$ cat config.mk
export PLATFORM = sky130hd
export DESIGN_NAME = marie_fetch_unit
export DESIGN_NICKNAME = d
export VERILOG_FILES = /design/src/rtl/marie_pkg.sv /design/src/rtl/marie_pc_reg.sv /design/src/rtl/marie_fetch_unit.sv
export SDC_FILE = /design/constraint.sdc
export NUM_CORES = 1
export LEC_CHECK = 0
export CORE_UTILIZATION = 47
export CTS_CLUSTER_DIAMETER = 100
export DETAILED_ROUTE_END_ITERATION = 10
export HOLD_SLACK_MARGIN = 0.12
export PLACE_DENSITY = 0.85
export SKIP_LAST_GASP = 1
export SLEW_MARGIN = 20
export SYNTH_ARGS = -nofsm -noshare
export SYNTH_HDL_FRONTEND = slang
export SYNTH_SLANG_ARGS = --single-unit
$ cat constraint.sdc
create_clock -name clk -period 4 [get_ports clk]
set_input_delay 0.8 -clock clk [delete_from_list [all_inputs] [get_ports clk]]
set_output_delay 0.8 -clock clk [all_outputs]
set_load 0.03 [all_outputs]
$ cat src/rtl/marie_pkg.sv
`default_nettype none
// ============================================================================
//  Module   : marie_pkg
//  Purpose  : Shared constants, opcode encoding and fetch FSM state type for
//             the MARIE fetch/decode stage.
//  Ports    : (package - none)
//  Revision : 1.0  initial release
// ============================================================================
package marie_pkg;

  localparam int ADDR_W   = 12;
  localparam int DATA_W   = 16;
  localparam int OPCODE_W = 4;

  // Instruction opcodes carried in IR[DATA_W-1 -: OPCODE_W]
  typedef enum logic [OPCODE_W-1:0] {
    OP_LOAD     = 4'h1,
    OP_STORE    = 4'h2,
    OP_ADD      = 4'h3,
    OP_SUBT     = 4'h4,
    OP_INPUT    = 4'h5,
    OP_OUTPUT   = 4'h6,
    OP_HALT     = 4'h7,
    OP_SKIPCOND = 4'h8,
    OP_JUMP     = 4'h9
  } opcode_t;

  typedef enum logic [2:0] {
    ST_IDLE      = 3'd0,
    ST_FETCH     = 3'd1,
    ST_MEM_WAIT  = 3'd2,
    ST_ISSUE     = 3'd3,
    ST_EXEC_WAIT = 3'd4,
    ST_HALT      = 3'd5
  } fetch_state_t;

  function automatic logic is_halt(input logic [OPCODE_W-1:0] op);
    return op == OP_HALT;
  endfunction

endpackage : marie_pkg
`default_nettype wire

$ cat src/rtl/marie_pc_reg.sv
`default_nettype none
// ============================================================================
//  Module   : marie_pc_reg
//  Purpose  : Program counter register. Load has priority over increment;
//             the fetch increment and the skip increment both add one,
//             wrapping modulo 2^ADDR_W.
//  Ports    : clk, rst        clock / async active-high reset (PC=RESET_PC)
//             inc_en          post-fetch increment
//             skip_en         skip increment requested by execute
//             load_en         redirect PC to load_val
//             load_val        jump target
//             pc              current PC value
//  Revision : 1.0  initial release
// ============================================================================
module marie_pc_reg #(
  parameter int                 ADDR_W   = 12,
  parameter logic [ADDR_W-1:0]  RESET_PC = '0
) (
  input  logic              clk,
  input  logic              rst,
  input  logic              inc_en,
  input  logic              skip_en,
  input  logic              load_en,
  input  logic [ADDR_W-1:0] load_val,
  output logic [ADDR_W-1:0] pc
);

  logic [ADDR_W-1:0] pc_q;
  logic [ADDR_W-1:0] pc_d;

  always_comb begin
    pc_d = pc_q;
    if (load_en) begin
      pc_d = load_val;
    end else if (inc_en || skip_en) begin
      pc_d = pc_q + ADDR_W'(1);   // natural wrap 0xFFF -> 0x000
    end
  end

  always_ff @(posedge clk or posedge rst) begin
    if (rst) begin
      pc_q <= RESET_PC;
    end else begin
      pc_q <= pc_d;
    end
  end

  assign pc = pc_q;

endmodule : marie_pc_reg
`default_nettype wire

$ cat src/rtl/marie_fetch_unit.sv
`default_nettype none
// ============================================================================
//  Module   : marie_fetch_unit
//  Purpose  : MARIE instruction fetch/decode stage. Reads M[PC], latches it
//             into IR, presents opcode/operand to execute over a valid/ready
//             handshake, waits for exec_done and applies jump/skip.
//  Ports    : clk, rst                    clock / async active-high reset
//             start                       begin fetching (IDLE only)
//             mem_rd_en, mem_addr         memory read strobe / address
//             mem_rdata                   read data, one cycle after strobe
//             instr_valid, exec_ready     issue handshake
//             opcode, operand             IR fields
//             pc_out                      current PC
//             exec_done, pc_load,
//             pc_load_val, skip           completion and PC redirect
//             halted                      Halt instruction fetched
//  Revision : 1.0  initial release
// ============================================================================
module marie_fetch_unit
  import marie_pkg::*;
#(
  parameter int ADDR_W   = marie_pkg::ADDR_W,
  parameter int DATA_W   = marie_pkg::DATA_W,
  parameter int OPCODE_W = marie_pkg::OPCODE_W,
  parameter int RESET_PC = 0
) (
  input  logic                clk,
  input  logic                rst,
  input  logic                start,
  output logic                mem_rd_en,
  output logic [ADDR_W-1:0]   mem_addr,
  input  logic [DATA_W-1:0]   mem_rdata,
  output logic                instr_valid,
  input  logic                exec_ready,
  output logic [OPCODE_W-1:0] opcode,
  output logic [ADDR_W-1:0]   operand,
  output logic [ADDR_W-1:0]   pc_out,
  input  logic                exec_done,
  input  logic                pc_load,
  input  logic [ADDR_W-1:0]   pc_load_val,
  input  logic                skip,
  output logic                halted
);

  fetch_state_t      state_q, state_d;
  logic [DATA_W-1:0] ir_q, ir_d;
  logic [ADDR_W-1:0] mem_addr_q, mem_addr_d;

  logic              pc_inc;
  logic              pc_skip;
  logic              pc_ld;
  logic [ADDR_W-1:0] pc;

  marie_pc_reg #(
    .ADDR_W   (ADDR_W),
    .RESET_PC (ADDR_W'(RESET_PC))
  ) u_pc_reg (
    .clk      (clk),
    .rst      (rst),
    .inc_en   (pc_inc),
    .skip_en  (pc_skip),
    .load_en  (pc_ld),
    .load_val (pc_load_val),
    .pc       (pc)
  );

  always_comb begin
    state_d    = state_q;
    ir_d       = ir_q;
    mem_addr_d = mem_addr_q;
    pc_inc     = 1'b0;
    pc_skip    = 1'b0;
    pc_ld      = 1'b0;

    case (state_q)
      ST_IDLE: begin
        if (start) state_d = ST_FETCH;
      end
      ST_FETCH: begin
        // Remember the address so mem_addr holds it once the strobe drops
        mem_addr_d = pc;
        state_d    = ST_MEM_WAIT;
      end
      ST_MEM_WAIT: begin
        ir_d   = mem_rdata;
        pc_inc = 1'b1;
        if (is_halt(mem_rdata[DATA_W-1 -: OPCODE_W])) begin
          state_d = ST_HALT;
        end else begin
          state_d = ST_ISSUE;
        end
      end
      ST_ISSUE: begin
        // exec_done here is deliberately ignored, even alongside exec_ready
        if (exec_ready) state_d = ST_EXEC_WAIT;
      end
      ST_EXEC_WAIT: begin
        if (exec_done) begin
          pc_ld   = pc_load;
          pc_skip = skip & ~pc_load;   // jump beats skip
          state_d = ST_FETCH;
        end
      end
      ST_HALT: begin
        state_d = ST_HALT;
      end
      default: begin
        state_d = ST_IDLE;
      end
    endcase
  end

  always_ff @(posedge clk or posedge rst) begin
    if (rst) begin
      state_q    <= ST_IDLE;
      ir_q       <= '0;
      mem_addr_q <= '0;
    end else begin
      state_q    <= state_d;
      ir_q       <= ir_d;
      mem_addr_q <= mem_addr_d;
    end
  end

  // Outputs decode from state so an asynchronous reset clears them at once
  assign mem_rd_en   = (state_q == ST_FETCH);
  assign mem_addr    = mem_rd_en ? pc : mem_addr_q;
  assign instr_valid = (state_q == ST_ISSUE);
  assign halted      = (state_q == ST_HALT);
  assign opcode      = ir_q[DATA_W-1 -: OPCODE_W];
  assign operand     = ir_q[ADDR_W-1:0];
  assign pc_out      = pc;

endmodule : marie_fetch_unit
`default_nettype wire

==> results of run 1 <==
-- logic make-up after synthesis --
group,after synthesis
adder cells (fa/ha/maj),1
multiplexers,29
AO/OA/AOI/OAI,27
flip-flops,43
AND/OR/NAND/NOR,52
XOR/XNOR,2
buffers and inverters,11
-- metrics by stage --
step | util, % | instance area [um^2] | cells | setup slack (ns)
6_report | 71.3 | 2870 | 292 | 0.820
5_1_grt | 71.3 | 2870 | 292 | 0.717
4_1_cts | 71.3 | 2870 | 292 | 0.833
3_5_place_dp | 69.1 | 2780 | 285 | 1.17
3_3_place_gp | 69.1 | 2780 | 285 | 1.23
2_1_floorplan | - | 1990 | 165 | 1.47
-- synth_stat cells, drive strengths merged (3+ instances only) --
library cell,n,share of area (%)
a31oi,5,1.6
nor2b,4,1.3
o21ai,6,1.5
inv,3,0.57
mux2,28,16
nor3b,3,1.7
buf,6,2.1
nor2,7,1.3
nand2,11,2.1
or4,5,1.9
dfrtp,43,54
a21oi,4,1.2
or3,3,0.94
nand3,6,1.5
o31ai,4,1.5
-- cell type report --
| type | count | area, um^2 |
|---|---|---|
| clock inverter | 1 | 5.00 |
| clock buffer | 6 | 82.6 |
| fill | 319 | 1160 |
| multi-input combinational | 111 | 856 |
| timing repair buffer | 78 | 778 |
| inverter | 3 | 11.3 |
| tap | 50 | 62.6 |
| sequential | 43 | 1080 |
-- registers in the layout, indices dropped and copies added, names as in the netlist --
signal and flops:
u_pc_reg.pc 12, mem_addr_q 12, ir_q 16, state_q 3
-- metal layers --
layer / GRT usage, % / vias up / wire, um
met5: 0 / - / 0
met1: 26.7 / 811 / 1970
li1: - / 763 / -
met2: 37.3 / 45 / 2570
met4: 7.45 / 0 / 55
met3: 5.99 / 6 / 223
-- final timing paths --
path | end | slack, ns | from
worst max-delay path | mem_addr[4] | 0.82 | state_q[0]
worst min-delay path | mem_addr_q[5] | 0.50 | mem_addr_q[5]
worst max register to register | u_pc_reg.pc[9] | 1.59 | state_q[0]
worst min register to register | mem_addr_q[5] | 0.50 | mem_addr_q[5]
max in group asynchronous | u_pc_reg.pc[5] | 2.40 | rst
min in group asynchronous | ir_q[14] | 1.03 | rst
-- power breakdown --
part | switching [W] | internal, W | total, W
Sequential | 0.000191 | 0.000650 | 0.000841
Clock | 0.000146 | 0.000136 | 0.000282
Combinational | 0.000845 | 0.000721 | 0.00157
==> impl_results.md, run 1 <==
* Outcome: finished, final reports clean
* CP max stage cell: dfrtp_1
* # H-tree levels at 2
* Initial core utilization at between 40% and 50%
* Main flop type after synthesis: dfrtp_1
* Vias/cell at 5.57
* CTS buffer count at 5
* Via Count at ~1600
* First-pass GRT wire length at about 7 mm
* Core Area at 4030 um^2
* Pre-Repair DR Iteration Count at 4
* Register bit count reported by yosys at 43
* DP HPWL at about 3.3 mm
* R2R cell count at 4
* Adder-Cell Fraction of Synth Area at less than 1%
* Largest net degree at the start of global routing at 44
* CTS root buffer: clkbuf_8
* Synth cell types at 39
* I/O pins at 78
* Number of diodes at 0
* WL/cell at around 16 um
* WL final at ~4.8 mm
* Synth Area in XOR/XNOR at less than 1%
* Largest family of logic cells by synthesized area: multiplexers
* Final Max Tran Viols at 0
* CTS tree: done
* Leak at ~1.2 nW
* Hold path depth at 1
* Initial antenna violation count at 0
* Postcts setup bufs at 0
* Period Utilization, post-route at about four fifths
* CP endpoint kind: output port
* Core Rows at 23
* Crit Path Category: flop to output port
* Worst Path Buf+Inv at 2
* Tot Pwr at between 0.002 and 0.003 W
* FFs w/ async S/R, synth at between 90% and 100%
* Startpoint Class: flop
* Grt ovf at 0
* Tot GR Track Use at ~22%
* Synth Area in Simple Gates at 15.7%
* Commonest cells after routing, fill and taps aside: 77 x clkdlybuf4s50_1, 43 x dfrtp_1, 28 x mux2_2
* Syn-to-layout area delta at 44.5%
* I/O Buffers at 77
* Sum Neg Setup Slack at 0 ns
* Clk sink count at 43
* Clock buffer depth at 2
* Fin nets at approximately 280
* Gp weighted congestion at between 0.7 and 0.8
* Clk_skew at between 0.004 and 0.005 ns
* Compound-cell area share of the yosys netlist at 9.19%
* Final antenna-violating net count at 0
* Critical Path AT at about 2.4 ns
* Worst-path clk slew at 0.08 ns
* EDFF count, synth at 0
* Post_cts resized at 0
* Pwr dens at 936 nW/um^2
* Synth Area per Inst at roughly 12 um^2
* Final setup fails at 0
* Vias in the first global route at roughly 1500
* Sequential area share after synthesis at 54.2%
* Hold slack final at between 0.5 and 0.6 ns
* Initial DRC Count at 89
* Crit path required time at between 3 and 4 ns
* RSZ-0062 raised after global routing: no
* Die Y-Extent at approximately 67 um
* Post-synthesis mux area share at about 16%
* Worst path cell trace: nor3b_2 -> buf_4 -> mux2_2 -> clkdlybuf4s50_1
* Critical path depth at 4
* Die W at about 67 um
* Post-Synthesis Cells at 165
* Most common cell after layout, fill and taps aside: clkdlybuf4s50_1
* Post-synthesis cell area at slightly below 2000 um^2
* VDD IR max at ~0.65 mV
* Post-route minimum period at about 3.2 ns
* DRC at 0
* Share of layout cells above drive strength 1 at between 15 and 20%
* Hold-fix buffers at CTS at 0
* Full die area at between 4000 and 5000 um^2
* Syn nets at ~200
* Hold Crit Class: flop to flop
* Crit-path max FO at 14
* YS warnings at 0
* Later-pin clock latency in the skew report at just under 0.3 ns
* Final Hold Vio Count at 0
* Headroom to the max-slew limit at 38.8%
* Worst Tran Pin Value at about 0.9 ns
* Max-cap check violation count at 0
* Crit-path max cell delay at roughly 0.60 ns
* Family with the most delay on the worst path: buffers and inverters
* Peak Freq at between 300 and 400 MHz
Power figures use the tool's default switching activity.
==> run 2: changes to the inputs <==
Settings changed: CORE_UTILIZATION 47 to 43, PLACE_DENSITY 0.85 to 0.79.
Clock period 4 ns to 3.1 ns, I/O delays scaled along.
==> run 2 against run 1 <==
Largest power group unchanged. Wire length down 10%. Setup slack got worse by 0.55 ns. Combinational power grew 30%. Sequential share of layout area decreased by 0.18 points. Final area increased by 0.48%. Sequential cell count stayed put.
==> impl_results.md, run 2 (same netlist as run 1, synthesis figures left out) <==
* Outcome: finished, final reports clean
* CTS buffer count at 5
* Hold slack final at around 0.5 ns
* Fin nets at 280
* Pre-Repair DR Iteration Count at 4
* Hold path depth at 1
* Clk_skew at about 0.0025 ns
* Grt ovf at 0
* Core Rows at 24
* CP endpoint kind: output port
* Initial DRC Count at a little under 80
* DRC at 0
* Crit path required time at 2.48 ns
* Die W at 70.0 um
* Period Utilization, post-route at 91.4%
* Initial antenna violation count at 0
* Leak at around 1.2 nW
* I/O Buffers at between 70 and 80
* I/O pins at 78
* Post-route minimum period at 2.83 ns
* Postcts setup bufs at 0
* Core Area at 4380 um^2
* Initial core utilization at between 40% and 50%
* Crit-path max FO at 13
* HP Start: mem_addr_q[3]
* Sum Neg Setup Slack at 0 ns
* Max-cap check violation count at 0
* Share of layout cells above drive strength 1 at 17.6%
* CTS root buffer: clkbuf_8
* Later-pin clock latency in the skew report at 0.30 ns
* Post_cts resized at 0
* WL final at about 4.3 mm
* VDD IR max at 0.722 mV
* Hold-fix buffers at CTS at 0
* RSZ-0062 raised after global routing: no
* Final Max Tran Viols at 0
* Hold Crit Class: flop to flop
* Headroom to the max-slew limit at 40.7%
* # H-tree levels at 2
* Most common cell after layout, fill and taps aside: clkdlybuf4s50_1
* Final antenna-violating net count at 0
* Largest net degree at the start of global routing at 44
* Via Count at between 1500 and 2000
* Commonest cells after routing, fill and taps aside: 77 x clkdlybuf4s50_1, 43 x dfrtp_1, 28 x mux2_2
* Crit Path Category: flop to output port
* R2r startpoint: state_q[2]
* R2R Path End: u_pc_reg.pc[3]
* Clock buffer depth at 2
* WL/cell at around 15 um
* Die Y-Extent at roughly 70 um
* Syn-to-layout area delta at 45.2%
* Tot GR Track Use at 18.4%
* Number of diodes at 0
* Vias/cell at roughly 5.3
* Gp weighted congestion at 0.733
* Worst Tran Pin Value at roughly 0.9 ns
* Pwr dens at 1190 nW/um^2
* DP HPWL at 3.09 mm
* First-pass GRT wire length at 7.00 mm
* Startpoint Class: flop
* Worst-path clk slew at approximately 0.08 ns
* R2R cell count at 4
* Reg-to-reg setup timing slack at approximately 1.2 ns
* Final Hold Vio Count at 0
* Vias in the first global route at 1493
* Final worst slack at 0.268 ns
* Pre-CTS setup slack at 0.588 ns
* Hold worst-path end: mem_addr_q[3]
* CTS tree: done
* Peak Freq at roughly 350 MHz
* Top reg by flops: ir_q
* Clk sink count at between 40 and 50
* Final setup fails at 0
* Full die area at slightly below 5000 um^2
* Critical Path AT at 2.21 ns
* Max reg flops at 16
-- run 2: cell types whose count changed in the layout (fill, tap and decap cells not counted), sizes merged --
cell / delta
clkinv: +2
clkbuf: -1
buf: +2
-- run 2: layer usage --
| layer | up-vias | GRT usage, % | wire (um) |
|---|---|---|---|
| met3 | 8 | 4.62 | 182 |
| met4 | 0 | 8.67 | 84 |
| li1 | 766 | - | - |
| met5 | - | 0 | 0 |
| met2 | 37 | 29.5 | 2180 |
| met1 | 765 | 23.2 | 1890 |
-- run 2: metrics by stage --
stage                     utilization [%]  power [W]  area (um^2)  std cells
after detailed placement             63.9    0.00312         2800        289
after CTS                            65.8    0.00347         2890        297
after global routing                 65.8    0.00362         2890        297
after floorplan                         -    0.00232         1990        165
final                                65.8    0.00344         2890        297
after global placement               63.9    0.00307         2800        289
-- run 2: how the worst max path moves through the flow --
stage / start / end / slack (ns)
CTS: state_q[1] / mem_addr[7] / 0.25
finish: state_q[1] / mem_addr[7] / 0.27
global placement: state_q[1] / mem_addr[2] / 0.64
floorplan: state_q[0] / mem_addr[10] / 0.75
detailed placement: state_q[1] / mem_addr[7] / 0.59
global route: state_q[1] / mem_addr[7] / 0.18
-- run 2: cell type report --
| class | count | area (um^2) |
|---|---|---|
| Inverter | 3 | 11.3 |
| Tap cell | 52 | 65.1 |
| Clock buffer | 5 | 68.8 |
| Fill cell | 341 | 1500 |
| Timing Repair Buffer | 80 | 793 |
| Sequential cell | 43 | 1080 |
| Multi-Input combinational cell | 111 | 856 |
| Clock inverter | 3 | 15.0 |
-- run 2: critical path: stages, from the launching register on --
cell	delay, ns
dfrtp_1	0.48
nor3b_2	0.20
buf_4	0.25
mux2_2	0.38
clkdlybuf4s50_1	0.60
-- run 2: power breakdown --
| part | internal [W] | leakage [nW] | total, W | switching (W) |
|---|---|---|---|---|
| Sequential | 0.000839 | 0.521 | 0.00105 | 0.000211 |
| Clock | 0.000154 | 0.0477 | 0.000345 | 0.000191 |
| Combinational | 0.000945 | 0.617 | 0.00204 | 0.00110 |
| Total | 0.00194 | 1.19 | 0.00344 | 0.00150 |
